File: src/rtl/systolic_pkg.sv
// Shared types and defaults for the systolic array job controller.
// Holds the FSM state encoding, default sizes and derived widths.
package systolic_pkg;

    localparam int DATA_WIDTH_DEF = 32;
    localparam int ROWS_DEF       = 4;
    localparam int COLS_DEF       = 4;
    localparam int K_MAX_DEF      = 256;
    localparam int TIMEOUT_DEF    = 1024;

    localparam int K_W   = $clog2(K_MAX_DEF + 1);
    localparam int COL_W = $clog2(COLS_DEF);

    typedef enum logic [3:0] {
        ST_IDLE      = 4'd0,
        ST_FETCH     = 4'd1,
        ST_FEED      = 4'd2,
        ST_WAIT_ACK  = 4'd3,
        ST_LAST      = 4'd4,
        ST_WAIT_DONE = 4'd5,
        ST_DRAIN_SEL = 4'd6,
        ST_DRAIN_CAP = 4'd7,
        ST_FINISH    = 4'd8
    } ctrl_state_t;

endpackage

File: src/rtl/systolic_array_controller_watchdog.sv
// Wait-state watchdog: counts enabled cycles, clears on request.
// o_expire is combinational and rises on the TIMEOUT-th enabled cycle.
module ctrl_watchdog
    import systolic_pkg::*;
#(
    parameter int TIMEOUT = TIMEOUT_DEF
) (
    input  logic clk_i,
    input  logic rstn_i,
    input  logic i_en,
    input  logic i_clr,
    output logic o_expire
);

    localparam int W = $clog2(TIMEOUT + 1);

    logic [W-1:0] r_cnt;

    always_ff @(posedge clk_i or negedge rstn_i) begin
        if (!rstn_i) begin
            r_cnt <= '0;
        end else if (i_clr) begin
            r_cnt <= '0;
        end else if (i_en) begin
            r_cnt <= r_cnt + W'(1);
        end
    end

    assign o_expire = i_en && (r_cnt == W'(TIMEOUT - 1));

endmodule

File: src/rtl/systolic_array_controller.sv
// Sequences one matmul job: fetch/feed K beats, wait for PEs, drain columns.
// Every output is registered; beats advance only on beat_ack_i, drain on acc_valid_i.
module systolic_array_controller
    import systolic_pkg::*;
#(
    parameter int DATA_WIDTH = DATA_WIDTH_DEF,
    parameter int ROWS       = ROWS_DEF,
    parameter int COLS       = COLS_DEF,
    parameter int K_MAX      = K_MAX_DEF,
    parameter int TIMEOUT    = TIMEOUT_DEF
) (
    input  logic                          clk_i,
    input  logic                          rstn_i,
    input  logic                          start_i,
    input  logic [$clog2(K_MAX+1)-1:0]    k_len_i,
    output logic                          busy_o,
    output logic                          done_o,
    output logic                          error_o,
    output logic                          op_rd_o,
    output logic [$clog2(K_MAX)-1:0]      op_addr_o,
    input  logic [ROWS*DATA_WIDTH-1:0]    a_col_i,
    input  logic [COLS*DATA_WIDTH-1:0]    b_row_i,
    output logic [ROWS*DATA_WIDTH-1:0]    west_o,
    output logic [COLS*DATA_WIDTH-1:0]    north_o,
    output logic                          feed_valid_o,
    output logic                          last_element_o,
    input  logic                          beat_ack_i,
    input  logic [ROWS*COLS-1:0]          pe_done_i,
    output logic [COLS-1:0]               select_acc_o,
    output logic [$clog2(COLS)-1:0]       drain_col_o,
    input  logic [ROWS*DATA_WIDTH-1:0]    acc_data_i,
    input  logic [ROWS-1:0]               acc_valid_i,
    output logic                          res_we_o,
    output logic [$clog2(COLS)-1:0]       res_col_o,
    output logic [ROWS*DATA_WIDTH-1:0]    res_data_o
);

    localparam int KW = $clog2(K_MAX + 1);
    localparam int AW = $clog2(K_MAX);
    localparam int CW = $clog2(COLS);

    ctrl_state_t   r_state, w_state_nxt;
    logic [KW-1:0] r_k, w_k_nxt;
    logic [KW-1:0] r_k_len, w_k_len_nxt;
    logic [CW-1:0] r_col, w_col_nxt;
    logic          w_err_nxt;
    logic          w_res_we_nxt;
    logic          w_wd_en;
    logic          w_wd_expire;

    assign w_wd_en = (r_state == ST_WAIT_ACK) || (r_state == ST_WAIT_DONE) ||
                     (r_state == ST_DRAIN_CAP);

    ctrl_watchdog #(.TIMEOUT(TIMEOUT)) u_wd (
        .clk_i    (clk_i),
        .rstn_i   (rstn_i),
        .i_en     (w_wd_en),
        .i_clr    (w_state_nxt != r_state),
        .o_expire (w_wd_expire)
    );

    always_comb begin
        w_state_nxt  = r_state;
        w_k_nxt      = r_k;
        w_k_len_nxt  = r_k_len;
        w_col_nxt    = r_col;
        w_err_nxt    = error_o;
        w_res_we_nxt = 1'b0;
        unique case (r_state)
            ST_IDLE: begin
                if (start_i) begin
                    w_err_nxt = 1'b0;
                    if (k_len_i != '0) begin
                        w_k_len_nxt = k_len_i;
                        w_k_nxt     = '0;
                        w_state_nxt = ST_FETCH;
                    end else begin
                        w_state_nxt = ST_FINISH;
                    end
                end
            end
            ST_FETCH: w_state_nxt = ST_FEED;
            ST_FEED:  w_state_nxt = ST_WAIT_ACK;
            ST_WAIT_ACK: begin
                if (w_wd_expire) begin
                    w_err_nxt   = 1'b1;
                    w_state_nxt = ST_IDLE;
                end else if (beat_ack_i) begin
                    w_k_nxt     = r_k + KW'(1);
                    w_state_nxt = (r_k + KW'(1) == r_k_len) ? ST_LAST : ST_FETCH;
                end
            end
            ST_LAST: w_state_nxt = ST_WAIT_DONE;
            ST_WAIT_DONE: begin
                if (w_wd_expire) begin
                    w_err_nxt   = 1'b1;
                    w_state_nxt = ST_IDLE;
                end else if (&pe_done_i) begin
                    w_col_nxt   = '0;
                    w_state_nxt = ST_DRAIN_SEL;
                end
            end
            ST_DRAIN_SEL: w_state_nxt = ST_DRAIN_CAP;
            ST_DRAIN_CAP: begin
                // Timeout wins over a late valid so a stuck drain never writes.
                if (w_wd_expire) begin
                    w_err_nxt   = 1'b1;
                    w_state_nxt = ST_IDLE;
                end else if (&acc_valid_i) begin
                    w_res_we_nxt = 1'b1;
                    if (r_col == CW'(COLS - 1)) begin
                        w_state_nxt = ST_FINISH;
                    end else begin
                        w_col_nxt   = r_col + CW'(1);
                        w_state_nxt = ST_DRAIN_SEL;
                    end
                end
            end
            ST_FINISH: w_state_nxt = ST_IDLE;
            default:   w_state_nxt = ST_IDLE;
        endcase
    end

    always_ff @(posedge clk_i or negedge rstn_i) begin
        if (!rstn_i) begin
            r_state        <= ST_IDLE;
            r_k            <= '0;
            r_k_len        <= '0;
            r_col          <= '0;
            busy_o         <= 1'b0;
            done_o         <= 1'b0;
            error_o        <= 1'b0;
            op_rd_o        <= 1'b0;
            op_addr_o      <= '0;
            west_o         <= '0;
            north_o        <= '0;
            feed_valid_o   <= 1'b0;
            last_element_o <= 1'b0;
            select_acc_o   <= '0;
            drain_col_o    <= '0;
            res_we_o       <= 1'b0;
            res_col_o      <= '0;
            res_data_o     <= '0;
        end else begin
            r_state        <= w_state_nxt;
            r_k            <= w_k_nxt;
            r_k_len        <= w_k_len_nxt;
            r_col          <= w_col_nxt;
            error_o        <= w_err_nxt;
            // done trails FINISH by a cycle, landing in IDLE where busy is already low.
            busy_o         <= (w_state_nxt != ST_IDLE);
            done_o         <= (r_state == ST_FINISH);
            op_rd_o        <= (w_state_nxt == ST_FETCH);
            last_element_o <= (w_state_nxt == ST_LAST);
            feed_valid_o   <= (r_state == ST_FEED);
            res_we_o       <= w_res_we_nxt;
            select_acc_o   <= (w_state_nxt == ST_DRAIN_SEL) ? (COLS'(1) << w_col_nxt) : '0;
            if (w_state_nxt == ST_FETCH) begin
                op_addr_o <= w_k_nxt[AW-1:0];
            end
            if (r_state == ST_FEED) begin
                west_o  <= a_col_i;
                north_o <= b_row_i;
            end
            if (w_state_nxt == ST_DRAIN_SEL) begin
                drain_col_o <= w_col_nxt;
            end
            if (w_res_we_nxt) begin
                res_col_o  <= r_col;
                res_data_o <= acc_data_i;
            end
        end
    end

endmodule

File: config.mk
export PLATFORM = sky130hd
export DESIGN_NAME = systolic_array_controller
export DESIGN_NICKNAME = d
export VERILOG_FILES = /design/src/rtl/systolic_pkg.sv /design/src/rtl/systolic_array_controller_watchdog.sv /design/src/rtl/systolic_array_controller.sv
export SDC_FILE = /design/constraint.sdc
export NUM_CORES = 1
export LEC_CHECK = 0
export CAP_MARGIN = 20
export CORE_AREA = 4 4 320 322
export CTS_CLUSTER_SIZE = 28
export DETAILED_ROUTE_END_ITERATION = 6
export DIE_AREA = 0 0 324 326
export MAX_ROUTING_LAYER = met4
export PLACE_DENSITY_LB_ADDON = 0.12
export SLEW_MARGIN = 15
export SYNTH_ARGS = -nofsm -noshare
export SYNTH_HDL_FRONTEND = slang
export SYNTH_HIERARCHICAL = 1
export SYNTH_SLANG_ARGS = --single-unit
File: constraint.sdc
create_clock -name clk_i -period 6.8 [get_ports clk_i]
set_input_delay 1.02 -clock clk_i [delete_from_list [all_inputs] [get_ports clk_i]]
set_output_delay 1.02 -clock clk_i [all_outputs]
set_load 0.01 [all_outputs]
==> Word-level counts from Yosys, hierarchy flattened <==
Cells that the tools add are included.
{ "word_totals": {"out_inout_bits": 407, "inputBits": 417, "wordCells": 90, "register_bits": 442} }
{ "classes": {"n_reduce_logical": 15, "n_addsub": 3, "n_shift": 1, "n_eq_ne": 20, "n_mux": 31} }
{ "ops": {"columns": ["cell", "count"], "rows": [
  ["$mux 4", 10],
  ["$mux 9", 4],
  ["$pmux 4 s8", 1],
  ["$eq 4x3->1 const B", 6],
  ["$mux 11", 2],
  ["$pmux 9 s2", 1],
  ["$reduce_and 16->1", 1],
  ["$add 11x1->11 const B", 1],
  ["$eq 11x10->1 const B", 1],
  ["$mux 2", 5],
  ["$add 9x1->9 const B", 1],
  ["$eq 9x9->1", 1],
  ["$reduce_bool 9->1", 1],
  ["$eq 4x1->1 const B", 2],
  ["$eq 4x2->1 const B", 2],
  ["$ne 2x2->1 const B", 4],
  ["$reduce_and 3->1", 2],
  ["$reduce_bool 2->1", 3],
  ["$mux 1", 5],
  ["$reduce_and 5->1", 1],
  ["$eq 4x4->1 const B", 1],
  ["$logic_not 4->1", 1],
  ["$ne 4x4->1", 1],
  ["$pmux 2 s2", 1],
  ["other kinds (11)", 12]
]} }

==> Logic depth before layout (Yosys ltp) <==
{ "logic_depth": {"depth_word": 8, "ltp_mapped": 15, "depth_no_buf": 13} }

==> By module <==
Netlist, hierarchy kept.
{ "modules_own_cells": {"columns": ["mod", "cells_per_inst", "instances", "area_each_um2"], "rows": [
  ["systolic_array_controller", 1035, 1, 16418.2],
  ["ctrl_watchdog", 56, 1, 564.3]
]} }

==> Worst setup path before layout <==
No wires, ideal clock.
{ "synth_timing": {"kind": "reg-to-reg", "start": "reg r_state[1]", "end": "reg u_wd.r_cnt[9]", "path_slack_ns": 3.563, "arrival_ns": 3.113, "path_stages_with_launch": 16, "n_path_buf": 2, "setup_time_ns": 0.125, "cell_sequence": "dfrtp_1 clkbuf_1 nor2_1 nor3b_1 buf_4 nand4_1 nor4_1 nor3b_1 and2_1 o21ai_0 nor2b_1 o21ai_0 a31o_1 o211ai_1 nor4_1 mux2_2"} }
{ "synth_via": {"elab_chain_cells": 8} }
{ "synth_lines": {"columns": ["item", "line", "source"], "rows": [
  ["start, declared", "systolic_array_controller.sv:42", "ctrl_state_t r_state, w_state_nxt;"],
  ["start signal, assigned", "systolic_array_controller.sv:145", "r_state <= w_state_nxt;"],
  ["$eq 4x2->1 or $eq 4x3->1 (tied branches)", "systolic_array_controller.sv:51", "assign w_wd_en = (r_state == ST_WAIT_ACK) || (r_state == ST_WAIT_DONE) ||"],
  ["$logic_or 1x1->1", "systolic_array_controller.sv:51", null],
  ["$logic_or 1x1->1 (*)", "systolic_array_controller.sv:51", null],
  ["$logic_and 1x1->1 (*)", "systolic_array_controller_watchdog.sv:29", "assign o_expire = i_en && (r_cnt == W'(TIMEOUT - 1));"],
  ["named net w_wd_expire", "systolic_array_controller.sv:49", "logic w_wd_expire;"],
  ["$mux 4 (on tied branches)", "systolic_array_controller.sv:106, systolic_array_controller.sv:85, systolic_array_controller.sv:95", null],
  ["$pmux 4 s8 (*)", "systolic_array_controller.sv:69", "unique case (r_state)"],
  ["$ne 4x4->1 (*)", "systolic_array_controller.sv:58", ".i_clr (w_state_nxt != r_state),"],
  ["$mux 11 or $reduce_bool 2->1 (tied branches)", null, null],
  ["end signal, assigned", "systolic_array_controller_watchdog.sv:25", "r_cnt <= r_cnt + W'(1);"],
  ["end, declared", "systolic_array_controller_watchdog.sv:17", "logic [W-1:0] r_cnt;"]
]} }
Mark *: on every way through the listed nets, which the timed path passes. The rest lies on a longest branch.
A chain may end at the register's enable or synchronous reset.

==> Final worst setup path <==
Ends and elaborated chain as after synthesis.

==> results.toml <==
[power]
power_density_mw_per_mm2 = 457
worst_ir_drop_vdd_uv = 211
p_leak_nw = 11.6

[detailed_routing]
first_pass_iters = 5
routed_wirelength_um = 69800
wire_per_inst_um = 21.3
vias = 12437
ant_nets = 0
drc = 0
initialDrtViolationCount = 394
via_per_inst = 3.79

[synthesis]
synth_edf_count = 0
yosys_register_bits = 442
synthCells = 1091
syn-num-nets = 1510
synth_ff_type = "dfrtp_1"
syn_area_sq_mm = 0.0170
ys_warn_count = 6
yosysTopAreaCellShare = 0.651
synth_cell_types = 46
yosys-top-cells-area = "dfrtp_1 (65%), mux2_2 (26%), clkbuf_1 (0.99%)"
avgSynthCellArea_sq_um = 15.6
seq_area_frac_synth = 0.651
async_flop_share = 1.00
synth_top_area_cell = "dfrtp_1"

[cts]
ctsHoldBuffers = 0
clk_path_buf_depth = 3
clock_latency_ps = 640
post_cts_resized = 0
cts_tree = "built"
root_buffer = "clkbuf_16"
cts_setup_buffers = 0
cts.sinks = 442
htree_num_levels = 2
clk_pin_slew_ps = 60
cts_buffers = 57

[setup_path]
required_ps = 7300
crit_path_end_kind = "flop"
critPathMaxFanout = 14
cp-start-kind = "flop"
arrival_ps = 5350
critPathKind = "reg -> reg"

[sta]
fmax_mhz = 206
slew_headroom = 0.310
finalCriticalPeriod_ps = 4850
clock_skew_ps = 23.7
rsz0062_at_grt = "no"
setup-violations-final = 0
tightest_slew_ps = 1040
drv_slew = 0
hold_viol = 0
fin_tns_setup_ps = 0
finalCritPeriodShare = 0.714

[final_layout]
drive_gt1_frac = 0.252
nets = 2345
syn2layout_area_growth_pct = 68.1
fin_cells = 3278
final_common_cell = "clkdlybuf4s50_1"
layout_common_cells = "clkdlybuf4s50_1 (822), dfrtp_1 (442), mux2_2 (395), clkbuf_16 (58), nor2_1 (29)"

[global_route]
grt_first_pass_wirelength_um = 99600
grt_max_degree = 144
antenna_found_initial = 13
grt_overflow_total = 0
track_usage = 0.133
first_global_vias = 14169

[floorplanning]
die_x_um = 324
coreArea_sq_mm = 0.0996
start_util = 0.171
num_io_pins = 824
design.die.area_sq_mm = 0.106
rows = 116
fp.dieH_um = 326

[place]
port_buffers = 823
dp_hpwl_um = 52700
post-place-cells = 3165
globalplace.congestion = 0.795

[hold_path]
hold_class = "in -> async"

[run]
drv_cap = 0

[status]
status = "completed"
## layer usage
metal / vias up / share of wire / GRT usage
met5: - / 0 / -
met4: 0 / 0.029 / 0.0468
met3: 95 / 0.077 / 0.0438
met2: 419 / 0.54 / 0.242
met1: 6326 / 0.35 / 0.131
li1: 5597 / - / -
## layout make-up
cell class	instances	area, sq um
fillers	10152	71000
flip-flops and latches	442	11100
repair buffers	830	8350
multi-input cells	588	5690
clock buffers	94	1720
well taps	1298	1620
clock inverters	6	62.6
diodes	13	32.5
inverters	7	26.3
## path summary, 6_finish.rpt
| kind | startpoint | endpoint | slack, ps | cells past startpoint |
|---|---|---|---|---|
| setup / recovery | r_state[1] | u_wd/r_cnt[9] | 1950 | 13 |
| hold / removal | rstn_i | west_o[85] | 470 | 1 |
| setup reg to reg | r_state[1] | u_wd/r_cnt[9] | 1950 | 13 |
| hold reg to reg | res_data_o[10] | res_data_o[10] | 500 | 1 |
| max in group asynchronous | rstn_i | res_data_o[16] | 4800 | 2 |
| min in group clk_i | res_data_o[10] | res_data_o[10] | 500 | 1 |
## through the flow
step                      cell area [sq um]   util  worst slack, ps  hold slack [ps]  power, W
final                                 28600  0.287             1950              474    0.0130
after global routing                  28600  0.287             1430              518    0.0138
after CTS                             28500  0.286             1920              482    0.0134
after detailed placement              26700  0.269             1940              494    0.0103
after global placement                26700  0.269             2260              481    0.0102
after floorplan                       17000      -             3560              452   0.00689
## cell families (layout without fill, tap and decap cells)
| kind of cell | after synthesis | count (layout) | share of synthesized area |
|---|---|---|---|
| adders and majority gates | 2 | 2 | 0.00147 |
| xor gates and xnor gates | 11 | 11 | 0.00567 |
| AOI/OAI and AO/OA | 57 | 57 | 0.0217 |
| DFF | 442 | 442 | 0.651 |
| and+or+nand+nor | 111 | 111 | 0.0339 |
| muxes | 407 | 407 | 0.271 |
| other | 0 | 13 | 0 |
| buffers and inverters | 61 | 937 | 0.0145 |
## Yosys cell counts (6+ instances only)
cell	count
and3_1	7
nand4_1	9
o21ai_0	22
nor2b_1	6
mux2_4	8
inv_1	7
dfrtp_1	442
nand3_1	9
clkbuf_1	45
a21oi_1	10
o31ai_1	7
mux2_2	395
xor2_1	6
nor2_1	30
nand2_1	21
## sequential cells by signal (all words and copies together) (netlist names), 2 cells and up
signal / flops
r_col: 2
res_col_o: 2
u_wd/r_cnt: 11
op_addr_o: 8
drain_col_o: 2
res_data_o: 128
r_k_len: 9
north_o: 128
r_state: 4
west_o: 128
select_acc_o: 4
r_k: 9
## power breakdown
part | switching (W) | internal (W) | total [W]
combinational | 0.00233 | 0.00337 | 0.00570
sequential | 0.000627 | 0.00379 | 0.00441
clock | 0.00122 | 0.00171 | 0.00293
total | 0.00418 | 0.00886 | 0.0130
## critical path: stages (launching register included)
cell and delay (ps):
dfrtp_1 540, nor2_1 180, nor3b_1 850, nand4_1 240
nor4_1 600, nor3b_1 220, and2_1 240, o21ai_0 170
nor2b_1 100, o21ai_0 180, a31o_1 470, o211ai_1 270
nor4_1 290, mux2_2 380
No activity file was read; power rests on OpenSTA's default activity.
